## src/rtl/cpu_mem_arbiter_pkg.sv

```systemverilog
// +----------------------------------------------------------------------------+
// | Module      : cpu_mem_arbiter_pkg                                          |
// | Description : Shared widths, FSM state encoding, port identifiers and the  |
// |               captured-request record used by the CPU memory arbiter.      |
// | Revision    : 1.0 - initial release                                        |
// +----------------------------------------------------------------------------+
`default_nettype none

package cpu_mem_arbiter_pkg;

  localparam int c_ADDR_WIDTH = 32;
  localparam int c_DATA_WIDTH = 32;
  localparam int c_BEN_WIDTH  = 4;

  // Arbiter FSM encoding (2 bits)
  typedef enum logic [1:0] {
    S_IDLE  = 2'd0,
    S_ISSUE = 2'd1,
    S_WAIT  = 2'd2,
    S_RESP  = 2'd3
  } arb_state_t;

  // Requesting port identifiers
  typedef enum logic {
    PORT_I = 1'b0,
    PORT_D = 1'b1
  } arb_port_t;

  // One captured memory request
  typedef struct packed {
    logic [c_ADDR_WIDTH-1:0] addr;
    logic                    rnw;
    logic [c_BEN_WIDTH-1:0]  ben;
    logic [c_DATA_WIDTH-1:0] data;
  } mem_req_t;

endpackage

`default_nettype wire

```

## src/rtl/cpu_mem_arbiter_req_slot.sv

```systemverilog
// +----------------------------------------------------------------------------+
// | Module      : arb_req_slot                                                 |
// | Description : One-deep pending slot for a single requesting port. Latches  |
// |               the request fields on a request pulse, releases at grant and |
// |               flags a pulse that arrives while the port is still occupied. |
// | Ports       : clk, rst        - clock, synchronous active-high reset       |
// |               i_req, i_fields - request pulse and its fields               |
// |               i_busy          - this port owns the transaction in flight   |
// |               i_grant         - slot wins arbitration this cycle           |
// |               o_pending       - slot holds an un-granted request           |
// |               o_fields        - captured fields                            |
// |               o_proto_err     - request pulse dropped (1-cycle)            |
// | Revision    : 1.0 - initial release                                        |
// +----------------------------------------------------------------------------+
`default_nettype none

module arb_req_slot
  import cpu_mem_arbiter_pkg::*;
(
  input  logic     clk,
  input  logic     rst,
  input  logic     i_req,
  input  mem_req_t i_fields,
  input  logic     i_busy,
  input  logic     i_grant,
  output logic     o_pending,
  output mem_req_t o_fields,
  output logic     o_proto_err
);

  logic     r_pending;
  mem_req_t r_fields;
  logic     w_accept;

  // The port is occupied from capture until its response cycle; a pulse
  // during that window is dropped. A grant always finds the slot full, so
  // capture and release can never coincide.
  assign w_accept    = i_req & ~r_pending & ~i_busy;
  assign o_proto_err = i_req & (r_pending | i_busy);

  always_ff @(posedge clk) begin
    if (rst) begin
      r_pending <= 1'b0;
      r_fields  <= '0;
    end else if (w_accept) begin
      r_pending <= 1'b1;
      r_fields  <= i_fields;
    end else if (i_grant) begin
      r_pending <= 1'b0;
    end
  end

  assign o_pending = r_pending;
  assign o_fields  = r_fields;

endmodule

`default_nettype wire

```

## src/rtl/cpu_mem_arbiter.sv

```systemverilog
// +----------------------------------------------------------------------------+
// | Module      : cpu_mem_arbiter                                              |
// | Description : Shares one external memory port between the CPU instruction |
// |               fetch port (I) and load/store port (D). One transaction in   |
// |               flight; D has priority with a starvation guard for I and a   |
// |               response watchdog.                                           |
// | Ports       : clk, rst                  - clock, sync active-high reset    |
// |               i_IAddr/i_IRdC            - fetch request                    |
// |               o_IData/o_IRdy/o_IErr     - fetch response                   |
// |               i_DAddr/i_DCmd/i_DRnW/i_DBen/i_DData - data request          |
// |               o_DData/o_DRdy/o_DErr     - data response                    |
// |               o_MAddr/o_MCmd/o_MRnW/o_MBen/o_MData - bus command           |
// |               i_MData/i_MRdy/i_MErr     - bus response                     |
// |               o_ProtoErr                - sticky request-overrun flag      |
// | Revision    : 1.0 - initial release                                        |
// +----------------------------------------------------------------------------+
`default_nettype none

module cpu_mem_arbiter
  import cpu_mem_arbiter_pkg::*;
#(
  parameter int STARVE_LIMIT = 4,
  parameter int TIMEOUT      = 255
) (
  input  logic                    clk,
  input  logic                    rst,
  input  logic [c_ADDR_WIDTH-1:0] i_IAddr,
  input  logic                    i_IRdC,
  output logic [c_DATA_WIDTH-1:0] o_IData,
  output logic                    o_IRdy,
  output logic                    o_IErr,
  input  logic [c_ADDR_WIDTH-1:0] i_DAddr,
  input  logic                    i_DCmd,
  input  logic                    i_DRnW,
  input  logic [c_BEN_WIDTH-1:0]  i_DBen,
  input  logic [c_DATA_WIDTH-1:0] i_DData,
  output logic [c_DATA_WIDTH-1:0] o_DData,
  output logic                    o_DRdy,
  output logic                    o_DErr,
  output logic [c_ADDR_WIDTH-1:0] o_MAddr,
  output logic                    o_MCmd,
  output logic                    o_MRnW,
  output logic [c_BEN_WIDTH-1:0]  o_MBen,
  output logic [c_DATA_WIDTH-1:0] o_MData,
  input  logic [c_DATA_WIDTH-1:0] i_MData,
  input  logic                    i_MRdy,
  input  logic                    i_MErr,
  output logic                    o_ProtoErr
);

  localparam int c_STARVE_W = $clog2(STARVE_LIMIT + 1);
  localparam int c_WD_W     = (TIMEOUT > 1) ? $clog2(TIMEOUT) : 1;
  localparam logic [c_STARVE_W-1:0] c_STARVE_MAX = c_STARVE_W'(STARVE_LIMIT);
  // The watchdog counts WAIT cycles from 0; the TIMEOUT-th silent cycle ends the wait.
  localparam logic [c_WD_W-1:0]     c_WD_LAST    = c_WD_W'(TIMEOUT - 1);

  arb_state_t              r_state, w_next_state;
  arb_port_t               r_owner;
  logic                    r_err;
  logic [c_STARVE_W-1:0]   r_starve;
  logic [c_WD_W-1:0]       r_wd;
  mem_req_t                r_mreq;
  logic [c_DATA_WIDTH-1:0] r_idata, r_ddata;
  logic                    r_proto;

  logic     w_i_pend, w_d_pend, w_i_busy, w_d_busy;
  logic     w_i_grant, w_d_grant, w_i_perr, w_d_perr;
  logic     w_grant_any, w_win_d, w_in_flight;
  mem_req_t w_i_in, w_d_in, w_i_slot, w_d_slot;

  // Fetches are always full-word reads.
  assign w_i_in = '{addr: i_IAddr, rnw: 1'b1, ben: '1, data: '0};
  assign w_d_in = '{addr: i_DAddr, rnw: i_DRnW, ben: i_DBen, data: i_DData};

  // Owner port is busy from ISSUE through WAIT; it may re-request from RESP on.
  assign w_in_flight = (r_state == S_ISSUE) || (r_state == S_WAIT);
  assign w_i_busy    = w_in_flight && (r_owner == PORT_I);
  assign w_d_busy    = w_in_flight && (r_owner == PORT_D);

  arb_req_slot u_slot_i (
    .clk(clk), .rst(rst), .i_req(i_IRdC), .i_fields(w_i_in), .i_busy(w_i_busy),
    .i_grant(w_i_grant), .o_pending(w_i_pend), .o_fields(w_i_slot), .o_proto_err(w_i_perr)
  );

  arb_req_slot u_slot_d (
    .clk(clk), .rst(rst), .i_req(i_DCmd), .i_fields(w_d_in), .i_busy(w_d_busy),
    .i_grant(w_d_grant), .o_pending(w_d_pend), .o_fields(w_d_slot), .o_proto_err(w_d_perr)
  );

  always_comb begin
    w_next_state = r_state;
    w_grant_any  = 1'b0;
    w_win_d      = 1'b0;
    case (r_state)
      S_IDLE: begin
        if (w_i_pend || w_d_pend) begin
          w_grant_any  = 1'b1;
          // D wins unless I has been passed over STARVE_LIMIT times in a row.
          w_win_d      = w_d_pend && !(w_i_pend && (r_starve == c_STARVE_MAX));
          w_next_state = S_ISSUE;
        end
      end
      S_ISSUE: w_next_state = S_WAIT;
      S_WAIT: begin
        if (i_MRdy || i_MErr || (r_wd == c_WD_LAST)) begin
          w_next_state = S_RESP;
        end
      end
      S_RESP:  w_next_state = S_IDLE;
      default: w_next_state = S_IDLE;
    endcase
  end

  assign w_i_grant = w_grant_any && !w_win_d;
  assign w_d_grant = w_grant_any && w_win_d;

  always_ff @(posedge clk) begin
    if (rst) begin
      r_state  <= S_IDLE;
      r_owner  <= PORT_I;
      r_err    <= 1'b0;
      r_starve <= '0;
      r_wd     <= '0;
      r_mreq   <= '0;
      r_idata  <= '0;
      r_ddata  <= '0;
      r_proto  <= 1'b0;
    end else begin
      r_state <= w_next_state;

      if (w_i_perr || w_d_perr) begin
        r_proto <= 1'b1;
      end

      if (w_grant_any) begin
        r_owner <= w_win_d ? PORT_D : PORT_I;
        r_mreq  <= w_win_d ? w_d_slot : w_i_slot;
      end

      if (w_d_grant && w_i_pend) begin
        r_starve <= r_starve + 1'b1;
      end else if (w_i_grant || !w_i_pend) begin
        r_starve <= '0;
      end

      if (r_state == S_ISSUE) begin
        r_wd <= '0;
      end else if (r_state == S_WAIT) begin
        r_wd <= r_wd + 1'b1;
      end

      if (r_state == S_WAIT) begin
        if (i_MRdy || i_MErr) begin
          r_err <= i_MErr;  // error wins over a simultaneous ready
          if (r_owner == PORT_D) begin
            r_ddata <= i_MData;
          end else begin
            r_idata <= i_MData;
          end
        end else if (r_wd == c_WD_LAST) begin
          r_err <= 1'b1;
        end
      end
    end
  end

  assign o_MCmd     = (r_state == S_ISSUE);
  assign o_MAddr    = r_mreq.addr;
  assign o_MRnW     = r_mreq.rnw;
  assign o_MBen     = r_mreq.ben;
  assign o_MData    = r_mreq.data;
  assign o_IRdy     = (r_state == S_RESP) && (r_owner == PORT_I) && !r_err;
  assign o_IErr     = (r_state == S_RESP) && (r_owner == PORT_I) &&  r_err;
  assign o_DRdy     = (r_state == S_RESP) && (r_owner == PORT_D) && !r_err;
  assign o_DErr     = (r_state == S_RESP) && (r_owner == PORT_D) &&  r_err;
  assign o_IData    = r_idata;
  assign o_DData    = r_ddata;
  assign o_ProtoErr = r_proto;

endmodule

`default_nettype wire
```

## config.mk

```make
export PLATFORM = sky130hd
export DESIGN_NAME = cpu_mem_arbiter
export DESIGN_NICKNAME = d
export VERILOG_FILES = /design/src/rtl/cpu_mem_arbiter_pkg.sv /design/src/rtl/cpu_mem_arbiter_req_slot.sv /design/src/rtl/cpu_mem_arbiter.sv
export SDC_FILE = /design/constraint.sdc
export NUM_CORES = 1
export LEC_CHECK = 0
export CAP_MARGIN = 20
export CORE_ASPECT_RATIO = 0.8
export CORE_MARGIN = 4
export CORE_UTILIZATION = 51
export CTS_CLUSTER_DIAMETER = 80
export DETAILED_ROUTE_END_ITERATION = 6
export PLACE_DENSITY = 0.86
export SLEW_MARGIN = 20
export SYNTH_ARGS = -nofsm -noshare
export SYNTH_HDL_FRONTEND = slang
export SYNTH_SLANG_ARGS = --single-unit
```

## constraint.sdc

```tcl
create_clock -name clk -period 3.6 [get_ports clk]
set_input_delay 0.36 -clock clk [delete_from_list [all_inputs] [get_ports clk]]
set_output_delay 0.36 -clock clk [all_outputs]
set_load 0.01 [all_outputs]
```

[Yosys cells after proc, flatten, opt, wreduce, memory -nomap -nowiden]
Index checks and enable logic that the tools add are counted.
Storage, ports and cells
  bits in registers: 254
  bits of input ports: 139
  output and inout port bits: 139
  logic and storage cells: 93
Operators by class
  add/sub/neg operators: 2
  eq/ne operators: 7
  multiplexer cells: 17
  bitwise gates (word level): 13
  reduce and logical (&&, ||, !) cells: 33
Operator list (number)
  $mux 69: 1
  $logic_and 1x1->1: 13
  $mux 1: 11
  $add 8x1->8 const B: 1
  $eq 8x8->1 const B: 1
  $pmux 2 s4: 1
  $reduce_bool 2->1: 4
  $and 1x1->1: 6
  $logic_or 1x1->1: 6
  $mux 3: 2
  $reduce_and 3->1: 2
  $not 1->1: 5
  $eq 2x2->1 const B: 2
  $logic_not 1->1: 4
  $mux 2: 2
  $reduce_and 2->1: 2
  $add 3x1->3 const B: 1
  $eq 3x3->1 const B: 1
  $eq 2x1->1 const B: 1
  $logic_not 2->1: 1
  $ne 2x1->1 const B: 1
  $ne 2x2->1 const B: 1
  $or 1x1->1: 2
  $reduce_or 2->1: 1

[Logic depth before layout (Yosys ltp)]
Gate-level depths: netlist of run 1.
  depth after elaboration: 11
  gate-level depth with buffers: 8
  mapped depth without buffers: 6

[Modules after synthesis]
Synthesis of run 1 repeated with hierarchy kept, for this count alone.
Unflattened totals
  cell total of the unflattened synthesis: 1378
  area total of the unflattened synthesis: 12316.8 µm²
Modules (own cells, without submodules)
  arb_req_slot: instances 2, cells each 304, area each 3204.3 µm², sequential area each 1401.3 µm²
  cpu_mem_arbiter: instances 1, cells each 770, area each 5908.2 µm², sequential area each 2982.9 µm²

[Worst setup path before layout of run 1]
Ideal clock, no wire load.
  path type: reg2reg
  start point: reg r_state[0]
  end point: reg u_slot_i.r_fields, in the netlist u_slot_i.o_fields[59]
  library setup time: 0.132 ns
  data arrival time: 1.626 ns
  required time: 3.468 ns
  slack: 1.842 ns
  stages on the path, launching flop included: 9
  path buffers: 2
  period minus slack after synthesis: 1.758 ns
  path through: dfxtp_1 inv_1 ha_1 nor2b_2 or3b_1 buf_2 buf_6 nand2_1 a21oi_1
On the way
  longest elaborated chain between the ends: 5
  elaborated cells on any way between the ends: 6
  classes of those cells: eq/ne (2); bitwise (2); reduce/logical (2)
Ends and longest elaborated chain
  start: declaration: RTL line cpu_mem_arbiter.sv:57  | arb_state_t r_state, w_next_state;
  start signal: assignment: RTL line cpu_mem_arbiter.sv:129  | r_state <= w_next_state;
  $eq 2x1->1 / $eq 2x2->1 (equally long branches): RTL line cpu_mem_arbiter.sv:76  | assign w_in_flight = (r_state == S_ISSUE) || (r_state == S_WAIT);
  $logic_or 1x1->1 (*): RTL line cpu_mem_arbiter.sv:76
  $logic_and 1x1->1 (*): RTL line cpu_mem_arbiter.sv:77  | assign w_i_busy = w_in_flight && (r_owner == PORT_I);
  $not 1->1 (*): RTL line cpu_mem_arbiter_req_slot.sv:38  | assign w_accept = i_req & ~r_pending & ~i_busy;
  $and 1x1->1 (*): RTL line cpu_mem_arbiter_req_slot.sv:38
  end signal: assignment: RTL line cpu_mem_arbiter_req_slot.sv:47  | r_fields <= i_fields;
  end: declaration: RTL line cpu_mem_arbiter_req_slot.sv:32  | mem_req_t r_fields;
Mark *: on every way between the ends. The rest lies on a longest branch, timed or not.
A chain may end at the register's enable or synchronous reset.

[Final worst setup path of run 1]
  start point: reg r_state[1]
  end point: reg u_slot_d.r_fields, in the netlist u_slot_d.o_fields[21]
On the way
  longest elaborated chain between the ends: 5
  elaborated cells on any way between the ends: 6
  classes of those cells: eq/ne (2); bitwise (2); reduce/logical (2)
Ends and longest elaborated chain
  $eq 2x1->1 / $eq 2x2->1 (equally long branches): RTL line cpu_mem_arbiter.sv:76
  $logic_or 1x1->1 (*): RTL line cpu_mem_arbiter.sv:76
  $logic_and 1x1->1 (*): RTL line cpu_mem_arbiter.sv:78  | assign w_d_busy = w_in_flight && (r_owner == PORT_D);
  $not 1->1 (*): RTL line cpu_mem_arbiter_req_slot.sv:38
  $and 1x1->1 (*): RTL line cpu_mem_arbiter_req_slot.sv:38
  end signal: assignment: RTL line cpu_mem_arbiter_req_slot.sv:47
  end: declaration: RTL line cpu_mem_arbiter_req_slot.sv:32
Marks and branches as above.

==> results of run 1 <==
[final timing paths]
| path | from | to | slack (ns) |
|---|---|---|---|
| setup / recovery | r_state[1] | u_slot_d.o_fields[21] | 1.10 |
| setup reg to reg | r_state[1] | u_slot_d.o_fields[21] | 1.10 |
| hold reg to reg | o_DData[15] | o_DData[15] | 0.45 |
| hold / removal | rst | u_slot_d.o_fields[41] | 0.37 |
[final cells by class]
cell class                 instances  area (um^2)  area share (%)
tap                              225          282            2.20
timing repair buffer             290         2900            22.7
clock buffer                      35          663            5.19
sequential                       253         5060            39.7
multi-input combinational        795         3760            29.4
inverter                          10         37.5           0.294
antenna                            1         2.50          0.0196
clock inverter                     6         65.1           0.510
[sequential cells by signal, indices dropped and copies added (netlist names)]
register / cells
o_IData: 32
r_state: 2
r_starve: 3
o_MBen: 4
o_MAddr: 32
u_slot_d.o_fields: 69
r_err: 1
u_slot_i.o_pending: 1
o_MData: 32
o_DData: 32
u_slot_i.o_fields: 33
u_slot_d.o_pending: 1
r_wd: 8
r_owner: 1
o_ProtoErr: 1
o_MRnW: 1
[routing by layer]
metal | wire (um) | track usage, % | vias to the layer above
li1 | - | - | 4239
met1 | 11400 | 30.4 | 4063
met2 | 12800 | 42.5 | 284
met3 | 1860 | 6.69 | 52
met4 | 755 | 7.86 | 2
met5 | 20 | 0 | -
[Yosys cell counts (8+ instances only)]
cell / instances
buf_2: 34
ha_1: 9
nor2_1: 122
a22oi_1: 33
dfxtp_1: 253
buf_4: 11
inv_1: 10
nor3_1: 37
buf_6: 8
nand2_1: 339
clkbuf_1: 37
a21oi_1: 171
nor4_1: 32
[worst max-delay path: stages (launching register included)]
cell	delay (ns)
dfxtp_1	0.38
inv_1	0.10
ha_1	0.31
a21oi_1	0.25
nand2_2	0.63
buf_4	0.48
nand2_1	0.11
a21oi_1	0.07
[power breakdown]
group / total [mW] / internal (mW) / switching (mW)
combinational: 2.43 / 1.00 / 1.42
clock: 2.37 / 1.35 / 1.02
sequential: 3.46 / 3.21 / 0.245
[cells by family after synthesis]
logic type | share of synthesized area [%]
AOI/OAI and AO/OA | 13.3
xor gates and xnor gates | 0.564
adders and majority gates | 1.21
buffers and inverters | 5.57
DFF | 54.4
muxes | 0.228
and+or+nand+nor | 24.7
[through the flow]
step | utilization [%] | cell area, um^2
floorplan | - | 9320
global placement | 68.2 | 12000
detailed placement | 68.2 | 12000
CTS | 72.3 | 12800
global route | 72.4 | 12800
finish | 72.4 | 12800
==> qor.yml, run 1 <==
via_per_inst: 5.35
hpwl_um: 17400
whs_path_depth: 2
worstSetupStartpointType: "flip-flop"
dr.pass1.iters: 4
place_worst_setup_slack_ns: 1.12
setup_tns_ns: 0
cp.required_ns: 3.96
route.detailed.drc: 0
holdBufCountCts: 0
maxSlewViolCount: 0
hold_path_class: "in2reg"
drtIter0Drc: 640
drv_cap: 0
syn_area_per_cell_um2: 8.12
area_growth_syn_to_layout_pct: 37.0
synth_area_leaders: "dfxtp_1, nand2_1, a21oi_1"
yosysTopAreaCellShare_pct: 54.4
core_area_um2: 17600
antenna_found_initial: 2
finalPower_mw: 8.26
nets: 1523
dp_cells: 1573
fillers: 1339
fin_cells: 1615
clkTransAtPathRegs_ns: 0.06
peakVddDrop_mv: 0.356
start_util_pct: 52.8
rsz0062_at_grt: "no"
vias: 8640
h-tree-depth: 1
cts_made_buffers: 25
synth_seq_cells: 253
relSlewSlack_pct: 30.8
synth_edf_count: 0
die-width_um: 159
cts_resized: 0
post-route-period-util_pct: 69.5
wire_per_inst_um: 16.6
root_buffer: "clkbuf_16"
cts_tree: "done"
worstMarginPinSlew_ns: 1.03
ioPinCount: 278
seq_area_frac_synth_pct: 54.4
drive_gt1_share_pct: 4.39
post_cts_buffers: 0
final_cell_mix: "nand2_1, clkdlybuf4s50_1, dfxtp_1"
worstSkewPairLatency_ns: 0.51
synthFlopType: "dfxtp_1"
dieArea_um2: 20500
hold_viol_final: 0
power_density_nw_per_um2: 647
fin_ws_ns: 1.10
grt_max_degree: 101
wirelength_um: 26900
yosys_warnings: 0
gp_congestion: 0.799
syn_area_um2: 9320
crit_fanout: 48
worstSetupPathType: "reg2reg"
leakagePower_nw: 4.63
die_h_um: 129
grt-ovfl-total: 0
clockBufferDepth: 3
grtUsageTotal_pct: 24.6
ys_types: 41
finalSetupViolCount: 0
crit_path_end_kind: "flip-flop"
grt_pass1_wl_um: 42300
finalCriticalPeriod_ns: 2.50
numClockSinks: 253
synth_cells: 1148
io_buffers: 277
syn_nets: 1296
final_common_cell: "nand2_1"
hold_slack_ns: 0.372
outcome: "completed"
rows: 43
finClkSkew_ns: 0.0112
reg2regPathDepth: 7
ant_nets: 0
fmax_ghz: 0.400
yosysTopAreaCell: "dfxtp_1"
grt_pass1_vias: 8453
synthArstFlopShare_pct: 0
critical_path_arrival_ns: 2.86
Note: power is estimated with default switching activity, not from simulation.
==> run 2: changes to the inputs <==
CORE_UTILIZATION = 42   (was 51)
PLACE_DENSITY = 0.75   (was 0.86)
clock period = 2.3 ns   (was 3.6 ns; I/O delays follow)
==> run 2 against run 1 <==
- power up 63%
- register-to-register slack lost 0.83 ns
- worst setup slack lost 0.94 ns
- global-route usage decreased by 3.5 points
- critical path depth shrank 4
- first-iteration DRC count down 6.3%
- count of clock-buffer cells in the layout shrank 1
- sequential power grew 56%
- non-clock buffer count up 11
- highest routed layer unchanged
- critical endpoint is now o_IRdy
- largest cell class unchanged
- final area rose by 2.7%
- sequential share of layout area decreased by 1.0 points
- via count grew 0.25%
==> qor.yml, run 2 (same netlist as run 1, synthesis figures left out) <==
rows: 48
power_density_nw_per_um2: 1030
numClockSinks: 253
start_util_pct: 43.0
post_cts_buffers: 0
maxSlewViolCount: 0
wire_per_inst_um: 15.9
grt_pass1_vias: 8504
antenna_found_initial: 3
switching_power_mw: 4.32
fmax_ghz: 0.468
ant_nets: 0
pwr-share-seq_pct: 40.1
grt_pass1_wl_um: 43700
finalCriticalPeriod_ns: 2.14
holdBufCountCts: 0
post-route-period-util_pct: 93.0
outcome: "completed"
p_comb_share_pct: 29.4
setup_tns_ns: 0
nets: 1534
clockBufferDepth: 3
rsz0062_at_grt: "no"
crit_fanout: 4
route.detailed.drc: 0
cts_resized: 0
final_cell_mix: "nand2_1, clkdlybuf4s50_1, dfxtp_1"
dr.pass1.iters: 6
finalSetupViolCount: 0
ioPinCount: 278
finClkSkew_ns: 0.0172
drive_gt1_share_pct: 5.91
peakVddDrop_mv: 0.484
io_buffers: 277
vias: 8662
hold_viol_final: 0
dieArea_um2: 24600
hold_path_class: "in2reg"
crit_path_end_kind: "primary output"
worstSkewPairLatency_ns: 0.52
final_common_cell: "nand2_1"
drtIter0Drc: 600
clkTransAtPathRegs_ns: 0.06
fillers: 1941
hpwl_um: 18100
via_per_inst: 5.08
worstSetupStartpointType: "flip-flop"
clock_power_share_pct: 30.5
postLayoutCoreUtil_pct: 60.5
critical-path-top-delay-family: "buffers and inverters"
cts_made_buffers: 25
path_buf_inv: 1
die_h_um: 141
largest_reg_flops: 69
switching_share_pct: 32.1
area_growth_syn_to_layout_pct: 40.8
cp.required_ns: 2.07
grtUsageTotal_pct: 21.2
dp_cells: 1659
die-width_um: 175
fin_cells: 1705
leakagePower_nw: 4.75
cp_cell_sequence: "ha_1 -> nor3b_1 -> clkdlybuf4s50_1"
grt-ovfl-total: 0
cp_slowest_cell: "clkdlybuf4s50_1"
worstSetupPathType: "reg2out"
root_buffer: "clkbuf_16"
internal_power_mw: 9.15
core_area_um2: 21700
hold_slack_ns: 0.165
slowest_delay_ns: 0.61
relSlewSlack_pct: 43.9
wirelength_um: 27200
h-tree-depth: 1
grt_max_degree: 82
critical_path_arrival_ns: 1.91
worstMarginPinSlew_ns: 0.838
drv_cap: 0
cts_tree: "done"
gp_congestion: 0.852
-- run 2: cell count changes in the layout (fill, tap and decap cells not counted), sizes merged --
| cell | delta |
|---|---|
| buf | +11 |
| bufinv | +1 |
| inv | -1 |
| clkbuf | -1 |
| clkinv | +2 |
| clkinvlp | +3 |
-- run 2: worst paths after layout --
| check | startpoint | to | slack, ns | depth (start not counted) |
|---|---|---|---|---|
| worst max-delay path | r_state[1] | o_IRdy | 0.16 | 3 |
| worst max register to register | r_state[1] | u_slot_d.o_fields[1] | 0.27 | 7 |
| worst min-delay path | rst | o_DData[17] | 0.17 | 2 |
| worst min register to register | u_slot_d.o_fields[13] | u_slot_d.o_fields[13] | 0.45 | 2 |
-- run 2: stage by stage --
stage          total power, mW  setup slack [ns]  area (um^2)
2_1_floorplan             7.75             0.542         9320
6_report                  13.5             0.161        13100
3_3_place_gp              9.37             0.373        12300
4_1_cts                   13.6             0.150        13100
3_5_place_dp              9.45             0.250        12300
5_1_grt                   14.2            0.0436        13100
-- run 2: metal layers --
layer  track usage [%]  part of all wire, %
met3              6.78                  8.5
met1              26.7                   42
met4              6.32                  2.9
met2              34.9                   47
met5                 0                 0.10
-- run 2: power groups by stage --
| stage | clock [mW] | sequential (mW) | combinational (mW) |
|---|---|---|---|
| after floorplan | 0 | 5.56 | 2.19 |
| after global placement | 0 | 5.46 | 3.91 |
| after detailed placement | 0 | 5.49 | 3.96 |
| after CTS | 4.20 | 5.40 | 4.00 |
| after global routing | 4.39 | 5.48 | 4.37 |
| final | 4.11 | 5.40 | 3.96 |
-- run 2: final cells by class --
cell class	count	area [um^2]	area share, %
Timing Repair Buffer	301	3040	23.2
Sequential cell	253	5060	38.6
Tap cell	300	375	2.86
Clock inverter	11	116	0.887
Clock buffer	34	719	5.49
Multi-Input combinational cell	795	3760	28.7
Inverter	10	37.5	0.286
Antenna cell	1	2.50	0.0191
